==> config.mk <==
export PLATFORM = sky130hd
export DESIGN_NAME = wish_master_fsm_flat
export DESIGN_NICKNAME = d
export VERILOG_FILES = /design/src/rtl/wish_pkg.sv /design/src/rtl/wish_master_fsm_if.sv /design/src/rtl/wish_master_fsm.sv /design/src/flat_wrapper.sv
export SDC_FILE = /design/constraint.sdc
export NUM_CORES = 1
export LEC_CHECK = 0
export BUFFER_PORTS_ARGS = -buffer_cell sky130_fd_sc_hd__buf_2
export CAP_MARGIN = 0
export CORE_MARGIN = 1.5
export CORE_UTILIZATION = 43
export CTS_BUF_LIST = sky130_fd_sc_hd__clkbuf_4 sky130_fd_sc_hd__clkbuf_8 sky130_fd_sc_hd__clkbuf_16
export DETAILED_ROUTE_END_ITERATION = 7
export PLACE_DENSITY = 0.77
export SYNTH_ARGS = -nofsm -noshare
export SYNTH_HDL_FRONTEND = slang
export SYNTH_SLANG_ARGS = --single-unit
==> constraint.sdc <==
create_clock -name clk -period 1.1 [get_ports clk]
set_input_delay 0.11 -clock clk [delete_from_list [all_inputs] [get_ports clk]]
set_output_delay 0.11 -clock clk [all_outputs]
set_load 0.1 [all_outputs]
==> src/rtl/wish_pkg.sv <==
// Shared Wishbone FSM constants for the master and slave state machines.
// Default bus widths and the 2-bit state encoding live here.
package wish_pkg;

    localparam int WISH_AW = 32;
    localparam int WISH_DW = 32;

    typedef enum logic [1:0] {
        ST_IDLE = 2'd0,
        ST_BUS  = 2'd1,
        ST_DONE = 2'd2,
        ST_ERR  = 2'd3
    } wish_state_t;

endpackage

==> src/rtl/wish_master_fsm_if.sv <==
// Processor request side plus Wishbone classic initiator side of wish_master_fsm.
// master modport is the FSM's view; slave modport is the processor/bus environment.
interface wish_master_fsm_if
    import wish_pkg::*;
#(
    parameter int AW = WISH_AW,
    parameter int DW = WISH_DW
) ();

    localparam int SW = DW / 8;

    logic          cpu_req;
    logic          cpu_we;
    logic [AW-1:0] cpu_addr;
    logic [DW-1:0] cpu_wdata;
    logic [SW-1:0] cpu_sel;
    logic          cpu_ready;
    logic [DW-1:0] cpu_rdata;
    logic          cpu_done;
    logic          cpu_err;

    logic          wb_cyc_o;
    logic          wb_stb_o;
    logic          wb_we_o;
    logic [AW-1:0] wb_adr_o;
    logic [DW-1:0] wb_dat_o;
    logic [SW-1:0] wb_sel_o;
    logic          wb_ack_i;
    logic [DW-1:0] wb_dat_i;

    modport master (
        input  cpu_req, cpu_we, cpu_addr, cpu_wdata, cpu_sel, wb_ack_i, wb_dat_i,
        output cpu_ready, cpu_rdata, cpu_done, cpu_err,
               wb_cyc_o, wb_stb_o, wb_we_o, wb_adr_o, wb_dat_o, wb_sel_o
    );

    modport slave (
        output cpu_req, cpu_we, cpu_addr, cpu_wdata, cpu_sel, wb_ack_i, wb_dat_i,
        input  cpu_ready, cpu_rdata, cpu_done, cpu_err,
               wb_cyc_o, wb_stb_o, wb_we_o, wb_adr_o, wb_dat_o, wb_sel_o
    );

endinterface

==> src/rtl/wish_master_fsm.sv <==
// Wishbone classic single-transfer initiator: one cpu request -> one bus cycle -> done/err pulse.
// Latency: req edge to cpu_done = 2 cycles + slave wait states; one idle cycle after each transfer.
// Backpressure: cpu_ready low outside IDLE; WISH_MASTER_TIMEOUT_EN adds an ack timeout -> cpu_err.
module wish_master_fsm
    import wish_pkg::*;
#(
    parameter int AW      = WISH_AW,
    parameter int DW      = WISH_DW,
    parameter int TIMEOUT = 16
) (
    input  logic               clk,
    input  logic               reset,
    wish_master_fsm_if.master  bus
);

    localparam int SW = DW / 8;

    // Parameter sanity: this branch is only elaborated for an illegal configuration.
    if (TIMEOUT < 2 || TIMEOUT > 255 || (DW % 8) != 0) begin : g_bad_params
    end

    wish_state_t   state;
    wish_state_t   state_nxt;

    logic          we_q;
    logic [AW-1:0] adr_q;
    logic [DW-1:0] dat_q;
    logic [SW-1:0] sel_q;
    logic [DW-1:0] rdata_q;

`ifdef WISH_MASTER_TIMEOUT_EN
    localparam logic [7:0] TO_LAST = 8'(TIMEOUT - 1);
    logic [7:0] wait_cnt;
`endif

    always_ff @(posedge clk) begin
        if (reset) begin
            state <= ST_IDLE;
        end else begin
            state <= state_nxt;
        end
    end

    always_comb begin
        state_nxt = state;
        case (state)
            ST_IDLE: if (bus.cpu_req) state_nxt = ST_BUS;
            ST_BUS: begin
                if (bus.wb_ack_i) begin
                    state_nxt = ST_DONE;
                end
`ifdef WISH_MASTER_TIMEOUT_EN
                else if (wait_cnt == TO_LAST) begin
                    state_nxt = ST_ERR;
                end
`endif
            end
            default: state_nxt = ST_IDLE;
        endcase
    end

    always_ff @(posedge clk) begin
        if (reset) begin
            we_q    <= 1'b0;
            adr_q   <= '0;
            dat_q   <= '0;
            sel_q   <= '0;
            rdata_q <= '0;
        end else begin
            if (state == ST_IDLE && bus.cpu_req) begin
                we_q  <= bus.cpu_we;
                adr_q <= bus.cpu_addr;
                dat_q <= bus.cpu_wdata;
                sel_q <= bus.cpu_sel;
            end
            if (state == ST_BUS && bus.wb_ack_i && !we_q) begin
                rdata_q <= bus.wb_dat_i;
            end
        end
    end

`ifdef WISH_MASTER_TIMEOUT_EN
    // Held at zero outside BUS so every transfer starts counting from 0.
    always_ff @(posedge clk) begin
        if (reset || state != ST_BUS) begin
            wait_cnt <= '0;
        end else if (!bus.wb_ack_i) begin
            wait_cnt <= wait_cnt + 8'd1;
        end
    end
    assign bus.cpu_err = (state == ST_ERR);
`else
    assign bus.cpu_err = 1'b0;
`endif

    assign bus.cpu_ready = (state == ST_IDLE);
    assign bus.cpu_done  = (state == ST_DONE);
    assign bus.cpu_rdata = rdata_q;
    assign bus.wb_cyc_o  = (state == ST_BUS);
    assign bus.wb_stb_o  = (state == ST_BUS);
    assign bus.wb_we_o   = we_q;
    assign bus.wb_adr_o  = adr_q;
    assign bus.wb_dat_o  = dat_q;
    assign bus.wb_sel_o  = (state == ST_BUS) ? sel_q : '0;

endmodule

==> src/flat_wrapper.sv <==
// flat-port wrapper written by rule: the top's interface ports become plain ports
module wish_master_fsm_flat import wish_pkg::*;
#(
    parameter int AW      = WISH_AW,
    parameter int DW      = WISH_DW,
    parameter int TIMEOUT = 16
)
  (clk, reset, bus_cpu_req, bus_cpu_we, bus_cpu_addr, bus_cpu_wdata, bus_cpu_sel, bus_wb_ack_i, bus_wb_dat_i, bus_cpu_ready, bus_cpu_rdata, bus_cpu_done, bus_cpu_err, bus_wb_cyc_o, bus_wb_stb_o, bus_wb_we_o, bus_wb_adr_o, bus_wb_dat_o, bus_wb_sel_o);
  wish_master_fsm_if #(.AW(AW), .DW(DW)) bus_i ();
  input  logic clk;
  input  logic reset;
  input wire logic [$bits(bus_i.cpu_req)-1:0] bus_cpu_req;
  input wire logic [$bits(bus_i.cpu_we)-1:0] bus_cpu_we;
  input wire logic [$bits(bus_i.cpu_addr)-1:0] bus_cpu_addr;
  input wire logic [$bits(bus_i.cpu_wdata)-1:0] bus_cpu_wdata;
  input wire logic [$bits(bus_i.cpu_sel)-1:0] bus_cpu_sel;
  input wire logic [$bits(bus_i.wb_ack_i)-1:0] bus_wb_ack_i;
  input wire logic [$bits(bus_i.wb_dat_i)-1:0] bus_wb_dat_i;
  output wire logic [$bits(bus_i.cpu_ready)-1:0] bus_cpu_ready;
  output wire logic [$bits(bus_i.cpu_rdata)-1:0] bus_cpu_rdata;
  output wire logic [$bits(bus_i.cpu_done)-1:0] bus_cpu_done;
  output wire logic [$bits(bus_i.cpu_err)-1:0] bus_cpu_err;
  output wire logic [$bits(bus_i.wb_cyc_o)-1:0] bus_wb_cyc_o;
  output wire logic [$bits(bus_i.wb_stb_o)-1:0] bus_wb_stb_o;
  output wire logic [$bits(bus_i.wb_we_o)-1:0] bus_wb_we_o;
  output wire logic [$bits(bus_i.wb_adr_o)-1:0] bus_wb_adr_o;
  output wire logic [$bits(bus_i.wb_dat_o)-1:0] bus_wb_dat_o;
  output wire logic [$bits(bus_i.wb_sel_o)-1:0] bus_wb_sel_o;
  assign bus_i.cpu_req = bus_cpu_req;
  assign bus_i.cpu_we = bus_cpu_we;
  assign bus_i.cpu_addr = bus_cpu_addr;
  assign bus_i.cpu_wdata = bus_cpu_wdata;
  assign bus_i.cpu_sel = bus_cpu_sel;
  assign bus_i.wb_ack_i = bus_wb_ack_i;
  assign bus_i.wb_dat_i = bus_wb_dat_i;
  assign bus_cpu_ready = bus_i.cpu_ready;
  assign bus_cpu_rdata = bus_i.cpu_rdata;
  assign bus_cpu_done = bus_i.cpu_done;
  assign bus_cpu_err = bus_i.cpu_err;
  assign bus_wb_cyc_o = bus_i.wb_cyc_o;
  assign bus_wb_stb_o = bus_i.wb_stb_o;
  assign bus_wb_we_o = bus_i.wb_we_o;
  assign bus_wb_adr_o = bus_i.wb_adr_o;
  assign bus_wb_dat_o = bus_i.wb_dat_o;
  assign bus_wb_sel_o = bus_i.wb_sel_o;
  wish_master_fsm #(.AW(AW), .DW(DW), .TIMEOUT(TIMEOUT)) u_core (.clk(clk), .reset(reset), .bus(bus_i));
endmodule
==> Word level (Yosys, flattened, before mapping) <==
Cells that the tools add are included.
{ "totals": {"register_bits": 103, "output_inout_bits": 106} }
{ "op_classes": {"reduce_logical": 6, "n_eq_ne": 4, "mux": 4} }
{ "ops": {"columns": ["operator", "count"], "rows": [
  ["$mux 2", 2],
  ["$mux 4", 1],
  ["$ne 2x2->1 const B", 2],
  ["$pmux 2 s2", 1],
  ["$logic_and 1x1->1", 3],
  ["$eq 2x1->1 const B", 1],
  ["$eq 2x2->1 const B", 1],
  ["$logic_not 2->1", 1],
  ["$reduce_and 2->1", 1],
  ["$logic_not 1->1", 1]
]} }

==> Logic depth before layout (Yosys ltp) <==
Gate-level depths: netlist (run 1).
{ "logic_depth": {"ltp_word": 3, "ltp_mapped": 4, "ltp_nobuf": 2} }

==> Worst setup path after synthesis (run 1) <==
No wires, ideal clock.
{ "synth_timing": {"path_kind": "register to output", "start": "register u_core.state[0]", "end": "output port bus_wb_sel_o[0]", "path_buffers": 0, "stages_incl_launch_ff": 3, "arrival_time_ps": 2784, "path_slack_ps": -1794, "cell_sequence": "dfxtp_1 -> nor2b_1 -> and2_1"} }
{ "synth_between": {"elab_chain_len": 2} }
{ "synth_rtl": {"columns": ["element", "line", "text"], "rows": [
  ["from (decl)", "wish_master_fsm.sv:22", "wish_state_t state;"],
  ["from (signal assigned)", "wish_master_fsm.sv:40", "state <= state_nxt;"],
  ["$eq 2x1->1", null, null],
  ["net bus_wb_cyc_o", "flat_wrapper.sv:23", "output wire logic [$bits(bus_i.wb_cyc_o)-1:0] bus_wb_cyc_o;"],
  ["$mux 4", "wish_master_fsm.sv:104", "assign bus.wb_sel_o = (state == ST_BUS) ? sel_q : '0;"],
  ["to (decl)", "flat_wrapper.sv:28", "output wire logic [$bits(bus_i.wb_sel_o)-1:0] bus_wb_sel_o;"]
]} }
The timed path passes the listed nets, and every way through them passes these cells.

==> Worst setup path after layout (run 1) <==
{ "layout_timing": {"start": "register u_core.state[1]", "end": "register u_core.rdata_q[0], in the netlist u_core.bus.cpu_rdata[0]"} }
{ "layout_between": {"elab_chain_len": 3} }
{ "layout_rtl": {"columns": ["element", "line", "text"], "rows": [
  ["$eq 2x1->1", "wish_master_fsm.sv:76", "if (state == ST_BUS && bus.wb_ack_i && !we_q) begin"],
  ["$logic_and 1x1->1 (2 in a row)", "wish_master_fsm.sv:76", null],
  ["to (signal assigned)", "wish_master_fsm.sv:77", "rdata_q <= bus.wb_dat_i;"],
  ["to (decl)", "wish_master_fsm.sv:29", "logic [DW-1:0] rdata_q;"]
]} }
Every way passes these cells.
A chain may end at the register's enable or synchronous reset.

==> out/metrics.csv, run 1 <==
metric,value,unit
clock_sinks,103,
syn_area,0.004659,mm²
ys_ff_latch,103,
finalHoldViolCount,0,
yosysSeqAreaShare,44.25,%
die-area,0.01147,mm²
synthesis.nets,560,
dp_slack,-0.1684,ns
p_per_area,1268,mW/mm²
slew_violations,0,
insertion_delay,0.36,ns
max_freq,700.8,MHz
drt-total-wl,13970,µm
cts_root_buffer,clkbuf_8,
worst_setup_path_end_kind,flip-flop,
drt_iter0_markers,115,
clock_skew,0.02081,ns
crit_type,reg2reg,
outcome,"finished, violations left",
drive_above_1_share,48.73,%
cts_buffer_depth,2,
boundaryPins,211,
stdcell_count,846,
nNetsFinal,810,
cts_max_level,3,
gr-total-overflow,0,
core_area,0.01042,mm²
fin_util,81.51,%
antenna_found_initial,0,
dpl-instance-area,0.007644,mm²
routed_via_density,4.773,
final_cell_area,0.008491,mm²
setup_tns,-27.58,ns
syn_to_final_growth,82.22,%
yosysWarnings,0,
startpoint_type,flip-flop,
grt_pass1_vias,4378,
drtPass1Iterations,5,
fp.dieW,107.1,µm
p_leak,3.546,nW
finalCriticalPeriod,1.427,ns
cp_max_fo,7,
totalPowerFinal,10.76,mW
syn-instance-count,455,
synth.distinct_cells,15,
vdd_drop_max,749.5,µV
grt_max_degree,49,
antenna_left,0,
cap_violations,0,
avgSynthCellArea,10.24,µm²
grt_pass1_wl,20740,µm
clk_pin_slew,0.11,ns
vias,4038,
cts_tree,done,
gp_congestion,0.7158,
finalCritPeriodShare,129.7,%
finalSetupViolations,110,
cp.required,1.37,ns
initial_core_util,44.73,%
cts_buffers,9,
antenna_cells,0,
rows,37,
setup_slack,-0.3270,ns
die_y,107.1,µm
placed_cells,788,
io_buffers,209,
violations,negative setup slack,
grtUsageTotal,23.01,%
hp-class,in2reg,
drc,0,
rsz0062_at_grt,true,
dp_hpwl,9695,µm
holdWs,0.004826,ns
arrival,1.70,ns
wire_per_inst,16.51,µm
## report_power, final
group	leakage [nW]	switching, mW	internal [mW]
Combinational	2.57	2.34	1.68
Clock	0.108	1.31	1.18
Sequential	0.872	0.251	4.00
Total	3.55	3.90	6.86
## repair_timing
action	CTS	global route
buffers inserted	2	1
pin swaps	4	5
hold endpoints to repair	31	0
gates cloned	2	7
resized for setup	5	22
hold buffers	31	0
setup endpoints to repair	111	114
## worst paths after layout
kind	start	to	slack, ns	cells after the start
setup / recovery	u_core.state[1]	u_core.bus.cpu_rdata[0]	-0.33	4
hold / removal	bus_cpu_addr[16]	u_core.bus.wb_adr_o[16]	0.005	3
setup reg to reg	u_core.state[1]	u_core.bus.cpu_rdata[0]	-0.33	4
hold reg to reg	u_core.sel_q[2]	u_core.sel_q[2]	0.49	2
## sequential cells by signal (all words and copies together) (netlist names)
signal,cells
u_core.bus.cpu_rdata,32
u_core.bus.wb_adr_o,32
u_core.bus.wb_dat_o,32
u_core.sel_q,4
u_core.state,2
u_core.bus.wb_we_o,1
## cells in the final DEF, fill, tap and decap left out, drive strengths merged
master,netlist,routed
nand2b,202,202
nor3b,2,2
clkinv,0,2
dlygate4sd3,0,31
mux2i,101,101
buf,16,238
dfxtp,103,103
nor2b,2,2
and4bb,1,1
inv,0,1
nor2,1,1
o21ba,1,1
clkbuf,20,18
and2,4,4
conb,1,1
and3b,1,1
bufinv,0,1
## cells by family (layout without fill, tap and decap cells)
logic type	count (synthesis)	after routing	share of synthesized area, %
muxes	101	101	21.70
buffers and inverters	36	291	4.968
other	1	1	0.08048
AOI/OAI and AO/OA	1	1	0.2148
and+or+nand+nor	213	213	28.79
DFF	103	103	44.25
## critical path, stage by stage, from the launching register on
cell and delay (ns):
dfxtp_2 0.34, buf_4 0.15, and4bb_4 0.47, clkbuf_16 0.20, mux2i_1 0.19
## synth_stat cells, drive strengths merged
| cell type | number | share of area, % |
|---|---|---|
| o21ba | 1 | 0.21 |
| and2 | 4 | 0.54 |
| conb | 1 | 0.080 |
| nor2 | 1 | 0.080 |
| and4bb | 1 | 0.27 |
| clkbuf | 20 | 1.6 |
| and3b | 1 | 0.19 |
| nor3b | 2 | 0.32 |
| dfxtp | 103 | 44 |
| nand2b | 202 | 27 |
| nor2b | 2 | 0.27 |
| buf | 16 | 3.4 |
| mux2i | 101 | 22 |
## metal layers
metal / vias to the layer above / GRT usage [%] / routed length, µm
met2: 137 / 44.45 / 7587
met3: 15 / 7.416 / 1042
met5: - / 0 / 0
met4: 0 / 6.190 / 176
li1: 1950 / - / -
met1: 1936 / 23.40 / 5164
## layout make-up
cell class              count  area (µm²)
multi-input cells         316        2459
clock inverters             4       53.80
fillers                   611        1926
flip-flops and latches    103        2157
repair buffers            275        3498
well taps                 136       170.2
clock buffers              12       152.6
No activity file was read; power rests on OpenSTA's default activity.
==> run 2: changes to the inputs <==
==> constraint.sdc (replaced) <==
create_clock -name clk -period 1.1 [get_ports clk]
set_input_delay 0.055 -clock clk [delete_from_list [all_inputs] [get_ports clk]]
set_output_delay 0.055 -clock clk [all_outputs]
set_load 0.1 [all_outputs]
==> run 2 against run 1 <==
  * Via count is 7.1% higher
  * The flow still finishes with violations (negative setup slack)
  * Non-clock buffer count up 71
  * Register-to-register slack about the same
  * Power rose by 2.2%
  * Highest routed layer unchanged
  * Global-route usage is 4.8 points higher
==> out/metrics.csv, run 2 (synthesis gave the netlist of run 1 again) <==
metric,value,unit,change
initial_core_util,44.73,%,unchanged
cts_max_level,3,,unchanged
routed_via_density,4.716,,was 4.773
gr-total-overflow,0,,unchanged
use_met2,55.00,%,was 44.45%
grt_max_degree,83,,was 49
outcome,"finished, violations left",,unchanged
rows,37,,unchanged
fp.dieW,107.1,µm,unchanged
cts_tree,done,,unchanged
fill_cells,465,,was 611
net-switching-power,3.979,mW,was 3.901 mW
multi_input_area,0.002447,mm²,was 0.002459 mm²
ff_latch_area,0.002151,mm²,was 0.002157 mm²
wire_per_inst,17.20,µm,was 16.51 µm
core_area,0.01042,mm²,unchanged
grt_pass1_vias,4948,,"was 4,378"
drive_above_1_share,44.30,%,was 48.73%
cap_violations,0,,unchanged
finalHoldViolCount,0,,unchanged
final_common_cell,nand2b_1,,unchanged
clk_pin_slew,0.09,ns,was 0.11 ns
vdd_drop_max,947.2,µV,was 749.5 µV
holdWs,0.04572,ns,was 0.004826 ns
antenna_found_initial,0,,unchanged
clock_sinks,103,,unchanged
cts_root_buffer,clkbuf_8,,unchanged
drc,0,,unchanged
p_leak,3.825,nW,was 3.546 nW
drt_iter0_markers,137,,was 115
pwr-share-comb,38.7,%,was 37.4%
grtUsageTotal,27.84,%,was 23.01%
setup_tns,-25.34,ns,was -27.58 ns
slew_violations,0,,unchanged
antenna_cells,0,,unchanged
rsz0062_at_grt,true,,unchanged
clock_skew,0.009754,ns,was 0.02081 ns
cts_buffers,9,,unchanged
finalSetupViolations,110,,unchanged
violations,negative setup slack,,unchanged
internal_power,7.021,mW,was 6.861 mW
cts_buffer_depth,2,,unchanged
p_per_area,1200,mW/mm²,was 1268 mW/mm²
grt_use_met3,7.112,%,was 7.416%
max_freq,708.0,MHz,was 700.8 MHz
worst_setup_path_end_kind,flip-flop,,unchanged
p_seq_share,38.7,%,was 39.5%
syn_to_final_growth,96.72,%,was 82.22%
finalCritPeriodShare,128.4,%,was 129.7%
antenna_left,0,,unchanged
die_y,107.1,µm,unchanged
crit_type,reg2reg,,unchanged
layout_common_cells,"nand2b_1 (202), buf_12 (116), buf_2 (103), dlygate4sd3_1 (102), mux2i_1 (93)",,"was nand2b_1 (202), buf_12 (115), buf_2 (103), mux2i_1 (96), dfxtp_2 (70)"
io_buffers,209,,unchanged
drt-total-wl,15770,µm,"was 13,970 µm"
cp_max_fo,8,,was 7
cp.required,1.37,ns,about the same
hp-class,in2reg,,unchanged
power.share.clock,22.6,%,was 23.1%
setup_slack,-0.3124,ns,was -0.3270 ns
die-area,0.01147,mm²,unchanged
vias,4325,,"was 4,038"
startpoint_type,flip-flop,,unchanged
grt_use_met1,27.78,%,was 23.40%
insertion_delay,0.36,ns,about the same
gp_congestion,0.7512,,was 0.7158
boundaryPins,211,,unchanged
drtPass1Iterations,4,,was 5
finalCriticalPeriod,1.412,ns,was 1.427 ns
dp_hpwl,9052,µm,was 9695 µm
nNetsFinal,881,,was 810
busiest_layer,met2,,unchanged
arrival,1.68,ns,was 1.70 ns
swShare,36.17,%,was 36.25%
grt_pass1_wl,24720,µm,"was 20,740 µm"
==> run 2: changes by cell type in the layout (fill, tap and decap cells not counted), moves of 2 or more <==
cell / previous run / this run
buf_8: 1 / 3
dfxtp_1: 31 / 34
mux2i_1: 96 / 93
mux2i_2: 2 / 7
mux2i_4: 3 / 1
dlygate4sd3_1: 31 / 102
clkbuf_16: 6 / 2
dfxtp_2: 70 / 68
==> run 2: cell type report <==
class | instances | area share [%]
timing repair buffer | 346 | 45.71
multi-input combinational | 316 | 26.70
sequential | 103 | 23.46
tap | 136 | 1.856
clock buffer | 12 | 1.665
clock inverter | 4 | 0.6006
==> run 2: power groups by stage <==
| stage | clock [mW] | combinational [mW] | sequential, mW |
|---|---|---|---|
| after floorplan | 0 | 0.853 | 5.75 |
| after global placement | 0 | 3.67 | 4.32 |
| after detailed placement | 0 | 3.72 | 4.33 |
| after CTS | 2.53 | 4.19 | 4.24 |
| after global routing | 2.69 | 4.40 | 4.28 |
| final | 2.49 | 4.26 | 4.25 |
==> run 2: per-layer routing <==
layer  part of all wire, %  vias to the layer above
met1                    37                     2046
li1                      -                     2091
met3                   5.7                       32
met5                     0                        -
met4                   2.6                        0
met2                    55                      156
==> run 2: critical path: stages, from the launching register on <==
cell and delay (ns):
dfxtp_2 0.34, buf_4 0.14, nor3b_4 0.20, buf_6 0.22, buf_6 0.14, buf_16 0.11
mux2i_1 0.19
==> run 2: final timing paths <==
path                                           endpoint  slack [ns]            start  cells after the start
worst max-delay path            u_core.bus.wb_dat_o[24]       -0.31  u_core.state[0]                      6
worst min-delay path                    u_core.state[0]        0.05     bus_wb_ack_i                      3
worst max register to register  u_core.bus.wb_dat_o[24]       -0.31  u_core.state[0]                      6
worst min register to register          u_core.sel_q[3]        0.48  u_core.sel_q[3]                      2
==> run 2: metrics by stage <==
stage | util (%) | area, µm² | power [mW] | instances | setup slack [ns]
after detailed placement | 73.05 | 7609 | 8.053 | 785 | -0.1763
after CTS | 87.71 | 9136 | 10.96 | 918 | -0.3068
final | 88.00 | 9166 | 11.00 | 917 | -0.3124
after floorplan | - | 4807 | 6.607 | 455 | -0.3677
after global routing | 88.00 | 9166 | 11.36 | 917 | -0.3719
after global placement | 73.05 | 7609 | 7.982 | 785 | -0.07350
==> run 2: what timing repair did <==
action                                  in CTS  in global routing
endpoints found under the setup margin     109                110
hold buffers                               102                  0
pin swaps                                    5                  5
hold endpoints to repair                   102                  0
gates cloned                                 6                  2
resized for setup                           18                 23
setup buffers                                9                  4
